$ cat src/rtl/black_input_cond.sv
// Purpose: synchronise and debounce the push keys and the start switch ahead of the game core,
//          turning each qualified key press into exactly one single-cycle pulse.
// Latency: key_pulse appears DEBOUNCE_CYCLES+4 edges after a clean press; start_level DEBOUNCE_CYCLES+2.
// Backpressure: enable = 0 drops every pending press; with enable = 1 one press is issued per
//               cycle, lowest key index first, and later presses wait in their pending bits.
//
// Ports:
//   clk          system clock, single domain
//   reset_n      asynchronous active-low reset
//   key_n        raw push keys, active-low, asynchronous (0 = hit, 1 = pass)
//   sw_start     raw start switch, active-high, asynchronous
//   enable       game core can accept an action this cycle
//   key_pulse    one-cycle press strobe, at most one bit set
//   key_level    debounced held state per key
//   start_level  debounced start switch level
module black_input_cond #(
    parameter int N_KEYS          = 2,
    parameter int DEBOUNCE_CYCLES = 500000
) (
    input  logic              clk,
    input  logic              reset_n,
    input  logic [N_KEYS-1:0] key_n,
    input  logic              sw_start,
    input  logic              enable,
    output logic [N_KEYS-1:0] key_pulse,
    output logic [N_KEYS-1:0] key_level,
    output logic              start_level
);

    localparam int               CNT_W    = $clog2(DEBOUNCE_CYCLES);
    localparam logic [CNT_W-1:0] CNT_LAST = CNT_W'(DEBOUNCE_CYCLES - 1);

    typedef enum logic [1:0] {
        IDLE,
        PRESS_WAIT,
        HELD,
        RELEASE_WAIT
    } key_state_t;

    // ------------------------------------------------------------------
    // Two-flop synchronisers. Keys reset to the released level (1) so a
    // key held through reset is seen as a fresh press once reset lifts.
    // ------------------------------------------------------------------
    logic [N_KEYS-1:0] key_meta;
    logic [N_KEYS-1:0] key_sync;
    logic              st_meta;
    logic              st_sync;

    always_ff @(posedge clk or negedge reset_n) begin
        if (!reset_n) begin
            key_meta <= '1;
            key_sync <= '1;
            st_meta  <= 1'b0;
            st_sync  <= 1'b0;
        end else begin
            key_meta <= key_n;
            key_sync <= key_meta;
            st_meta  <= sw_start;
            st_sync  <= st_meta;
        end
    end

    // ------------------------------------------------------------------
    // Per-key debounce FSMs
    // ------------------------------------------------------------------
    key_state_t        state_q [N_KEYS];
    key_state_t        state_d [N_KEYS];
    logic [CNT_W-1:0]  cnt_q   [N_KEYS];
    logic [CNT_W-1:0]  cnt_d   [N_KEYS];
    logic [N_KEYS-1:0] press_set;
    logic [N_KEYS-1:0] level_d;

    always_comb begin
        for (int i = 0; i < N_KEYS; i++) begin
            state_d[i]   = state_q[i];
            cnt_d[i]     = cnt_q[i];
            press_set[i] = 1'b0;
            case (state_q[i])
                IDLE: begin
                    if (!key_sync[i]) begin
                        state_d[i] = PRESS_WAIT;
                        cnt_d[i]   = '0;
                    end
                end
                PRESS_WAIT: begin
                    if (key_sync[i]) begin
                        state_d[i] = IDLE;
                    end else if (cnt_q[i] == CNT_LAST) begin
                        state_d[i]   = HELD;
                        press_set[i] = 1'b1;
                    end else begin
                        cnt_d[i] = cnt_q[i] + CNT_W'(1);
                    end
                end
                HELD: begin
                    if (key_sync[i]) begin
                        state_d[i] = RELEASE_WAIT;
                        cnt_d[i]   = '0;
                    end
                end
                RELEASE_WAIT: begin
                    // A bounce back low during release is the same press, not a new one.
                    if (!key_sync[i]) begin
                        state_d[i] = HELD;
                    end else if (cnt_q[i] == CNT_LAST) begin
                        state_d[i] = IDLE;
                    end else begin
                        cnt_d[i] = cnt_q[i] + CNT_W'(1);
                    end
                end
                default: begin
                    state_d[i] = IDLE;
                    cnt_d[i]   = '0;
                end
            endcase
            // Level tracks the state being entered, so it rises on the same edge as HELD.
            level_d[i] = (state_d[i] == HELD) || (state_d[i] == RELEASE_WAIT);
        end
    end

    always_ff @(posedge clk or negedge reset_n) begin
        if (!reset_n) begin
            for (int i = 0; i < N_KEYS; i++) begin
                state_q[i] <= IDLE;
                cnt_q[i]   <= '0;
            end
            key_level <= '0;
        end else begin
            for (int i = 0; i < N_KEYS; i++) begin
                state_q[i] <= state_d[i];
                cnt_q[i]   <= cnt_d[i];
            end
            key_level <= level_d;
        end
    end

    // ------------------------------------------------------------------
    // Pending-press arbiter: one pulse per cycle, lowest index wins.
    // Repeated presses of a key whose bit is still set merge into it.
    // ------------------------------------------------------------------
    logic [N_KEYS-1:0] pending_q;
    logic [N_KEYS-1:0] grant;

    // Two's-complement trick isolates the lowest set bit.
    assign grant = pending_q & (~pending_q + N_KEYS'(1));

    always_ff @(posedge clk or negedge reset_n) begin
        if (!reset_n) begin
            pending_q <= '0;
            key_pulse <= '0;
        end else if (enable) begin
            key_pulse <= grant;
            pending_q <= (pending_q & ~grant) | press_set;
        end else begin
            // Core not ready: drop everything, including presses qualifying this cycle.
            key_pulse <= '0;
            pending_q <= '0;
        end
    end

    // ------------------------------------------------------------------
    // Start switch: symmetric filter, level flips only after the synced
    // input has disagreed with it for DEBOUNCE_CYCLES consecutive cycles.
    // ------------------------------------------------------------------
    logic [CNT_W-1:0] st_cnt_q;

    always_ff @(posedge clk or negedge reset_n) begin
        if (!reset_n) begin
            start_level <= 1'b0;
            st_cnt_q    <= '0;
        end else if (st_sync != start_level) begin
            if (st_cnt_q == CNT_LAST) begin
                start_level <= st_sync;
                st_cnt_q    <= '0;
            end else begin
                st_cnt_q <= st_cnt_q + CNT_W'(1);
            end
        end else begin
            st_cnt_q <= '0;
        end
    end

endmodule

$ cat config.mk
export PLATFORM = sky130hd
export DESIGN_NAME = black_input_cond
export DESIGN_NICKNAME = d
export VERILOG_FILES = /design/src/rtl/black_input_cond.sv
export SDC_FILE = /design/constraint.sdc
export NUM_CORES = 1
export LEC_CHECK = 0
export CORE_UTILIZATION = 40
export CTS_CLUSTER_DIAMETER = 200
export CTS_CLUSTER_SIZE = 10
export DETAILED_ROUTE_END_ITERATION = 8
export PLACE_DENSITY_LB_ADDON = 0.2
export SYNTH_ARGS = -nofsm -noshare
export SYNTH_HDL_FRONTEND = slang
export SYNTH_SLANG_ARGS = --single-unit
export TNS_END_PERCENT = 10
$ cat constraint.sdc
create_clock -name clk -period 2.02 [get_ports clk]
set_input_delay 0.202 -clock clk [delete_from_list [all_inputs] [get_ports clk]]
set_output_delay 0.202 -clock clk [all_outputs]
set_load 0.02 [all_outputs]
==> flow_summary.ini, run 1 <==
[global_route]
grt_pass1_wl_mm = 13.5
grt_antenna_before_repair = 0
grt_remaining_overflow = 0
grt_max_degree = 54
grt_use_total_pct = 17.6
first_global_vias = 2893

[cts]
clock_tree.htree_level_count = 3
clk_latency_ps = 340
tritoncts = built
cts_sinks = 72
clk_path_buf_depth = 2
path_clk_slew_ps = 80
ctsRootBufferMaster = clkbuf_8
tritoncts.num_buffers = 9

[floorplanning]
die_width_um = 98.1
start_util_pct = 41.7
ios = 11
die_height_um = 98.1
core_area_mm2 = 0.00885
design.die.area_mm2 = 0.00962
floorplan.rows = 34

[critical_path]
timing.critical_path.cells = or4b_4 -> nor4_4 -> a41o_4 -> inv_2 -> a21oi_1 -> o21ai_1
cells_on_worst_reg2reg_path = 6
critical_path.slowest_cell = or4b_4
regToRegEndpoint = cnt_q[24]$_DFFE_PN0P_
timing.critical_path.to_type = flop
beginning_of_the_worst_register_to_register_path = cnt_q[28]$_DFFE_PN0P_
crit_fanout = 9
worst-endpoint-required_ps = 2240
timing.critical_path.to = cnt_q[24]$_DFFE_PN0P_
critical_path.n_buffers_inverters = 1
crit_start = cnt_q[28]$_DFFE_PN0P_
critPathKind = reg2reg
start_kind = flop
critPathTopFamily = simple AND/OR/NAND/NOR gates
worst-endpoint-arrival_ps = 2150
cp_slowest_stage_delay_ps = 540
regToRegSetupSlack_ps = 90
critical_path_depth = 6

[cells_and_area]
fin_nets = 434
layout-drive-gt1-share_pct = 14.2
finalCoreUtilization_pct = 48.3
syn2layout_area_growth_pct = 15.8
insertedDiodeCount = 0

[yosys]
synth_async_sr_flop_share_pct = 100
post-synth-top-count-cell = dfrtp_1
netlist_instances = 400
mappedNetlistNets = 409
ys_top_cells_by_count = dfrtp_1, nand2_1, nor2_1
synth_cell_types = 51
syn_area_mm2 = 0.00369
synth_largest_area_cell = dfrtp_1
synth_sequential_area_ratio_pct = 48.9
synth_largest_type_area_fraction_pct = 46.1
synthTopCellsByArea = dfrtp_1, nand2_1, nand3_1
synthesis.yosys.warnings = 0
number_of_register_bits_inferred_by_synthesis = 72
synth_enable_flop_cells = 0
ys.flop_type = dfrtp_1
synth_area_per_cell_um2 = 9.23

[power_and_ir_drop]
power.density_cell_area_mw_per_mm2 = 683
worst_ir_drop_vdd_v = 0.000462
leakagePower_nw = 1.79

[timing]
timing_worst_slew_pin_value_ps = 561
grt_setup_unrepaired = yes
setup_violations = 0
period_minus_slack_ps = 1930
setup-tns-final_ps = 0
relative_slew_slack_pct = 62.3
final-max-slew-violation-count = 0
worst_hold_slack_ps = 263
min_period_over_period_pct = 95.5
clock_skew_ps = 6.04
maxClockFrequency_mhz = 519
final_hold_viol_count = 0
fin_ws_ps = 91.5

[placement]
place_congestion = 0.838
port_buffers = 10
place_ws_ps = 57.5
detailedPlacementHpwl_mm = 5.31

[outcome]
run_status = complete, no violations

[drt]
drcViolationCount = 0
drt_iter0_markers = 175
routedWlPerCell_um = 14.7
detailroute.via_count = 2963
postRouteWirelength_mm = 7.91
via_per_inst = 5.51
detail-route-antenna-nets = 0
drt_first_pass_iters = 4

[hold_path]
hold_class = in2reg

[job]
maximum_capacitance_violations = 0
## sequential cells by signal, indices dropped and copies added, names as in the netlist
name,count
pending_q,2
state_q,3
st_meta,1
st_cnt_q,19
start_level,1
key_sync,2
cnt_q,38
key_meta,2
st_sync,1
key_level,1
key_pulse,2
## kinds of logic after synthesis
group           Yosys count  share of synthesized area (%)
flops                    72                           48.9
mux                       8                           2.20
compound gates           66                           10.7
buf+inv                  31                           3.93
xor+xnor                 22                           5.22
simple gates            198                           28.0
fa+ha+maj                 3                           1.02
## layout make-up
| cell class | count | area (µm²) |
|---|---|---|
| Clock buffer | 11 | 151 |
| Clock inverter | 5 | 55.1 |
| Fill cell | 827 | 4570 |
| Inverter | 10 | 37.5 |
| Multi-Input combinational cell | 297 | 1780 |
| Sequential cell | 72 | 1810 |
| Tap cell | 108 | 135 |
| Timing Repair Buffer | 35 | 313 |
## routing by layer
layer  wire length, µm  global-route usage (%)  up-vias
met2              3840                    28.1       36
met5                 0                       0        -
met3               225                    4.01        2
met4                36                    5.83        0
met1              3810                    23.6     1444
li1                  -                       -     1481
## worst min-delay path by stage
stage,start,to,slack [ps],cells past startpoint
after floorplan,reset_n,cnt_q[0]$_DFFE_PN0P_,-90,0
after detailed placement,reset_n,start_level$_DFFE_PN0P_,110,1
final,key_n[1],key_meta[1]$_DFF_PN1_,260,1
after CTS,key_n[1],key_meta[1]$_DFF_PN1_,250,1
after global placement,reset_n,start_level$_DFFE_PN0P_,110,1
after global routing,key_n[1],key_meta[1]$_DFF_PN1_,250,1
## power breakdown
part	switching, mW	internal [mW]
clock network	0.548	0.634
logic	0.117	0.0752
registers	0.0592	1.49
total	0.725	2.20
## stage by stage
step | area (µm²) | power (mW) | cells
floorplan | 3690 | 1.68 | 400
global placement | 4010 | 1.76 | 519
detailed placement | 4010 | 1.77 | 519
CTS | 4230 | 2.96 | 536
global route | 4280 | 3.05 | 538
finish | 4280 | 2.92 | 538
## what timing repair did
item,CTS,global route
endpoints found under the setup margin,0,5
endpoints found under the hold margin,19,0
hold buffers,1,0
setup buffers,0,2
gates resized for setup,0,6
## cells in the final DEF, fill, tap and decap left out, types with 3 or more instances in the layout
master and count:
a21oi_1 12, a22o_1 5, a31oi_1 5, and2_1 3
and3_1 4, buf_4 23, clkbuf_8 11, clkdlybuf4s50_1 9
dfrtp_1 68, dfstp_2 4, inv_1 9, mux2i_1 7
nand2_1 51, nand3_1 33, nand4_1 20, nor2_1 38
nor3_1 10, nor4_1 9, nor4_4 3, nor4b_1 3
o21ai_0 25, o21ai_1 7, o31ai_1 4, or2_2 4
or4_1 4, xnor2_1 9, xor2_1 13
Power figures use the tool's default switching activity.
==> run 2, diff against run 1 <==
--- a/config.mk
+++ b/config.mk
@@ -9,7 +9,7 @@
 export CTS_CLUSTER_DIAMETER = 200
 export CTS_CLUSTER_SIZE = 10
 export DETAILED_ROUTE_END_ITERATION = 8
-export PLACE_DENSITY_LB_ADDON = 0.2
+export GPL_TIMING_DRIVEN = 0
 export SYNTH_ARGS = -nofsm -noshare
 export SYNTH_HDL_FRONTEND = slang
 export SYNTH_SLANG_ARGS = --single-unit
==> run 2 against run 1 <==
Final cell count is 0.37% lower. Design area is 0.94% lower. First-iteration DRC count is 33% lower. Maximum frequency is 1.7% lower. Die area stayed put. Non-clock buffer count is 2 lower. Clock-buffer cell count is 1 lower. Register-to-register slack worse by 30 ps. Clock skew is 0.77 ps higher. Hold slack worse by 13 ps. Total power is 3.8% lower.
==> flow_summary.ini, run 2 (synthesized netlist as in run 1, its figures left out) <==
[cells_and_area]
layout.cells.most_common = dfrtp_1
fin_nets = 432
final_cell_mix = dfrtp_1, nand2_1, nor2_1, nand3_1, o21ai_0
largest_register_ffs = 38
insertedDiodeCount = 0
syn2layout_area_growth_pct = 14.7
top_register = cnt_q
layout-drive-gt1-share_pct = 12.4
finish.cell_count_without_fillers = 536
finalCoreUtilization_pct = 47.9
reg.largest.list = cnt_q x38, st_cnt_q x19, state_q x3
layout.cell_area.non_filler_mm2 = 0.00424

[cts]
cts_sinks = 72
tritoncts.num_buffers = 9
tritoncts = built
path_clk_slew_ps = 80
clk_path_buf_depth = 2
ctsRootBufferMaster = clkbuf_8
clock_tree.htree_level_count = 3
clk_latency_ps = 350

[power_and_ir_drop]
p_int_mw = 2.05
pwr-share-seq_pct = 54.3
finalPower_mw = 2.81
combinationalPowerShare_pct = 7.9
power.density_cell_area_mw_per_mm2 = 663
netSwitchingFraction_pct = 27.2
total_switching_power_uw = 764
leakagePower_nw = 1.73
worst_ir_drop_vdd_v = 0.000386
power.share.clock_pct = 37.8

[timing]
min_period_over_period_pct = 97.2
setup_violations = 0
clock_skew_ps = 6.81
relative_slew_slack_pct = 63.8
period_minus_slack_ps = 1960
maxClockFrequency_mhz = 509
grt_setup_unrepaired = yes
final_hold_viol_count = 0
final-max-slew-violation-count = 0
timing_worst_slew_pin_value_ps = 539

[placement]
dp.cells = 519
detailed_place.area_mm2 = 0.00395
port_buffers = 10
place_congestion = 0.802
detailedPlacementHpwl_mm = 5.21

[drt]
wl_met1_mm = 3.84
topRoutingLayerUsed = met4
detail-route-antenna-nets = 0
wl_met2_mm = 3.68
drt_iter0_markers = 117
met3WireLength_um = 230
drcViolationCount = 0
postRouteWirelength_mm = 7.83
drt_first_pass_iters = 4
routedWlPerCell_um = 14.6
via_per_inst = 5.55
detailroute.via_count = 2976

[critical_path]
timing.critical_path.cells = ha_1 -> and4_1 -> a41o_4 -> or4_1 -> nand3_1
worst-endpoint-required_ps = 2310
cells_on_worst_reg2reg_path = 5
start_kind = flop
regToRegSetupSlack_ps = 60
beginning_of_the_worst_register_to_register_path = cnt_q[19]$_DFFE_PN0P_
critical_path.slowest_cell = or4_1
timing.critical_path.to_type = flop
worst-endpoint-arrival_ps = 2250
cp_slowest_stage_delay_ps = 470
crit_fanout = 9
regToRegEndpoint = cnt_q[27]$_DFFE_PN0P_
critPathKind = reg2reg

[outcome]
run_status = complete, no violations

[floorplanning]
start_util_pct = 41.7
core_area_mm2 = 0.00885
die_width_um = 98.1
ios = 11
design.die.area_mm2 = 0.00962
die_height_um = 98.1
floorplan.rows = 34

[global_route]
grt_remaining_overflow = 0
grt_pass1_wl_mm = 13.4
grt_use_total_pct = 17.4
first_global_vias = 2849
grt_max_degree = 53
grt_antenna_before_repair = 0

[hold_path]
hold_class = in2reg
timing.hold.worst_endpoint = key_meta[1]$_DFF_PN1_
timing.hold.worst.start = key_n[1]
cell_depth_of_the_worst_min_delay_path = 1

[job]
maximum_capacitance_violations = 0
-- run 2: cell count changes in the layout (fill, tap and decap cells not counted), sizes merged --
| cell | previous run | this run |
|---|---|---|
| buf | 25 | 10 |
| bufinv | 1 | 0 |
| clkbuf | 11 | 23 |
| clkinv | 2 | 1 |
| clkinvlp | 2 | 4 |
| inv | 10 | 11 |
-- run 2: final cells by class --
class / instances / area (µm²)
tap: 108 / 135
sequential: 72 / 1810
multi-input combinational: 297 / 1820
inverter: 10 / 40.0
timing repair buffer: 13 / 143
clock buffer: 10 / 138
fill: 855 / 4610
buffer: 20 / 113
clock inverter: 6 / 43.8
-- run 2: per-layer routing --
layer,GRT usage [%],vias to the layer above
met4,5.24,0
met5,0,-
met3,3.94,7
met2,28.1,38
met1,23.4,1447
li1,-,1484
-- run 2: how the worst max path moves through the flow --
| stage | start | end | slack [ps] | cells after the start |
|---|---|---|---|---|
| after floorplan | cnt_q[30]$_DFFE_PN0P_ | cnt_q[24]$_DFFE_PN0P_ | 190 | 7 |
| after global placement | reset_n | pending_q[1]$_DFF_PN0_ | -1800 | 1 |
| after detailed placement | st_cnt_q[0]$_DFF_PN0_ | st_cnt_q[17]$_DFF_PN0_ | -90 | 7 |
| after CTS | cnt_q[0]$_DFFE_PN0P_ | cnt_q[14]$_DFFE_PN0P_ | 10 | 6 |
| after global routing | cnt_q[0]$_DFFE_PN0P_ | cnt_q[18]$_DFFE_PN0P_ | -60 | 6 |
| final | cnt_q[19]$_DFFE_PN0P_ | cnt_q[27]$_DFFE_PN0P_ | 60 | 5 |
-- run 2: power groups by stage --
stage | sequential [mW] | combinational, mW | clock, mW
finish | 1.53 | 0.222 | 1.06
global route | 1.53 | 0.251 | 1.15
CTS | 1.52 | 0.220 | 1.10
detailed placement | 1.55 | 0.217 | 0
global placement | 1.55 | 0.206 | 0
floorplan | 1.54 | 0.133 | 0
-- run 2: worst max-delay path, delay by kind of cell, from the launching register on --
kind | cells | cell delay (ps)
AND/OR/NAND/NOR | 3 | 860
flip-flops | 1 | 410
adder cells (fa/ha/maj) | 1 | 270
AO/OA/AOI/OAI | 1 | 360
-- run 2: timing repair --
action                                 CTS  global route
setup endpoints to repair               12            33
pin swaps                                0             3
gates resized for setup                  2            17
endpoints found under the hold margin   20             0
hold buffers                             1             0
gates cloned                             0             0
buffers inserted                         0             1
-- run 2: per-stage QoR --
step | TNS [ps] | hold slack, ps | worst slack (ps)
after floorplan | 0 | -93.6 | 187
after global placement | -126350 | 339 | -1800
after detailed placement | -720 | 114 | -92.5
after CTS | 0 | 238 | 14.0
after global routing | -127 | 250 | -61.8
final | 0 | 250 | 57.2
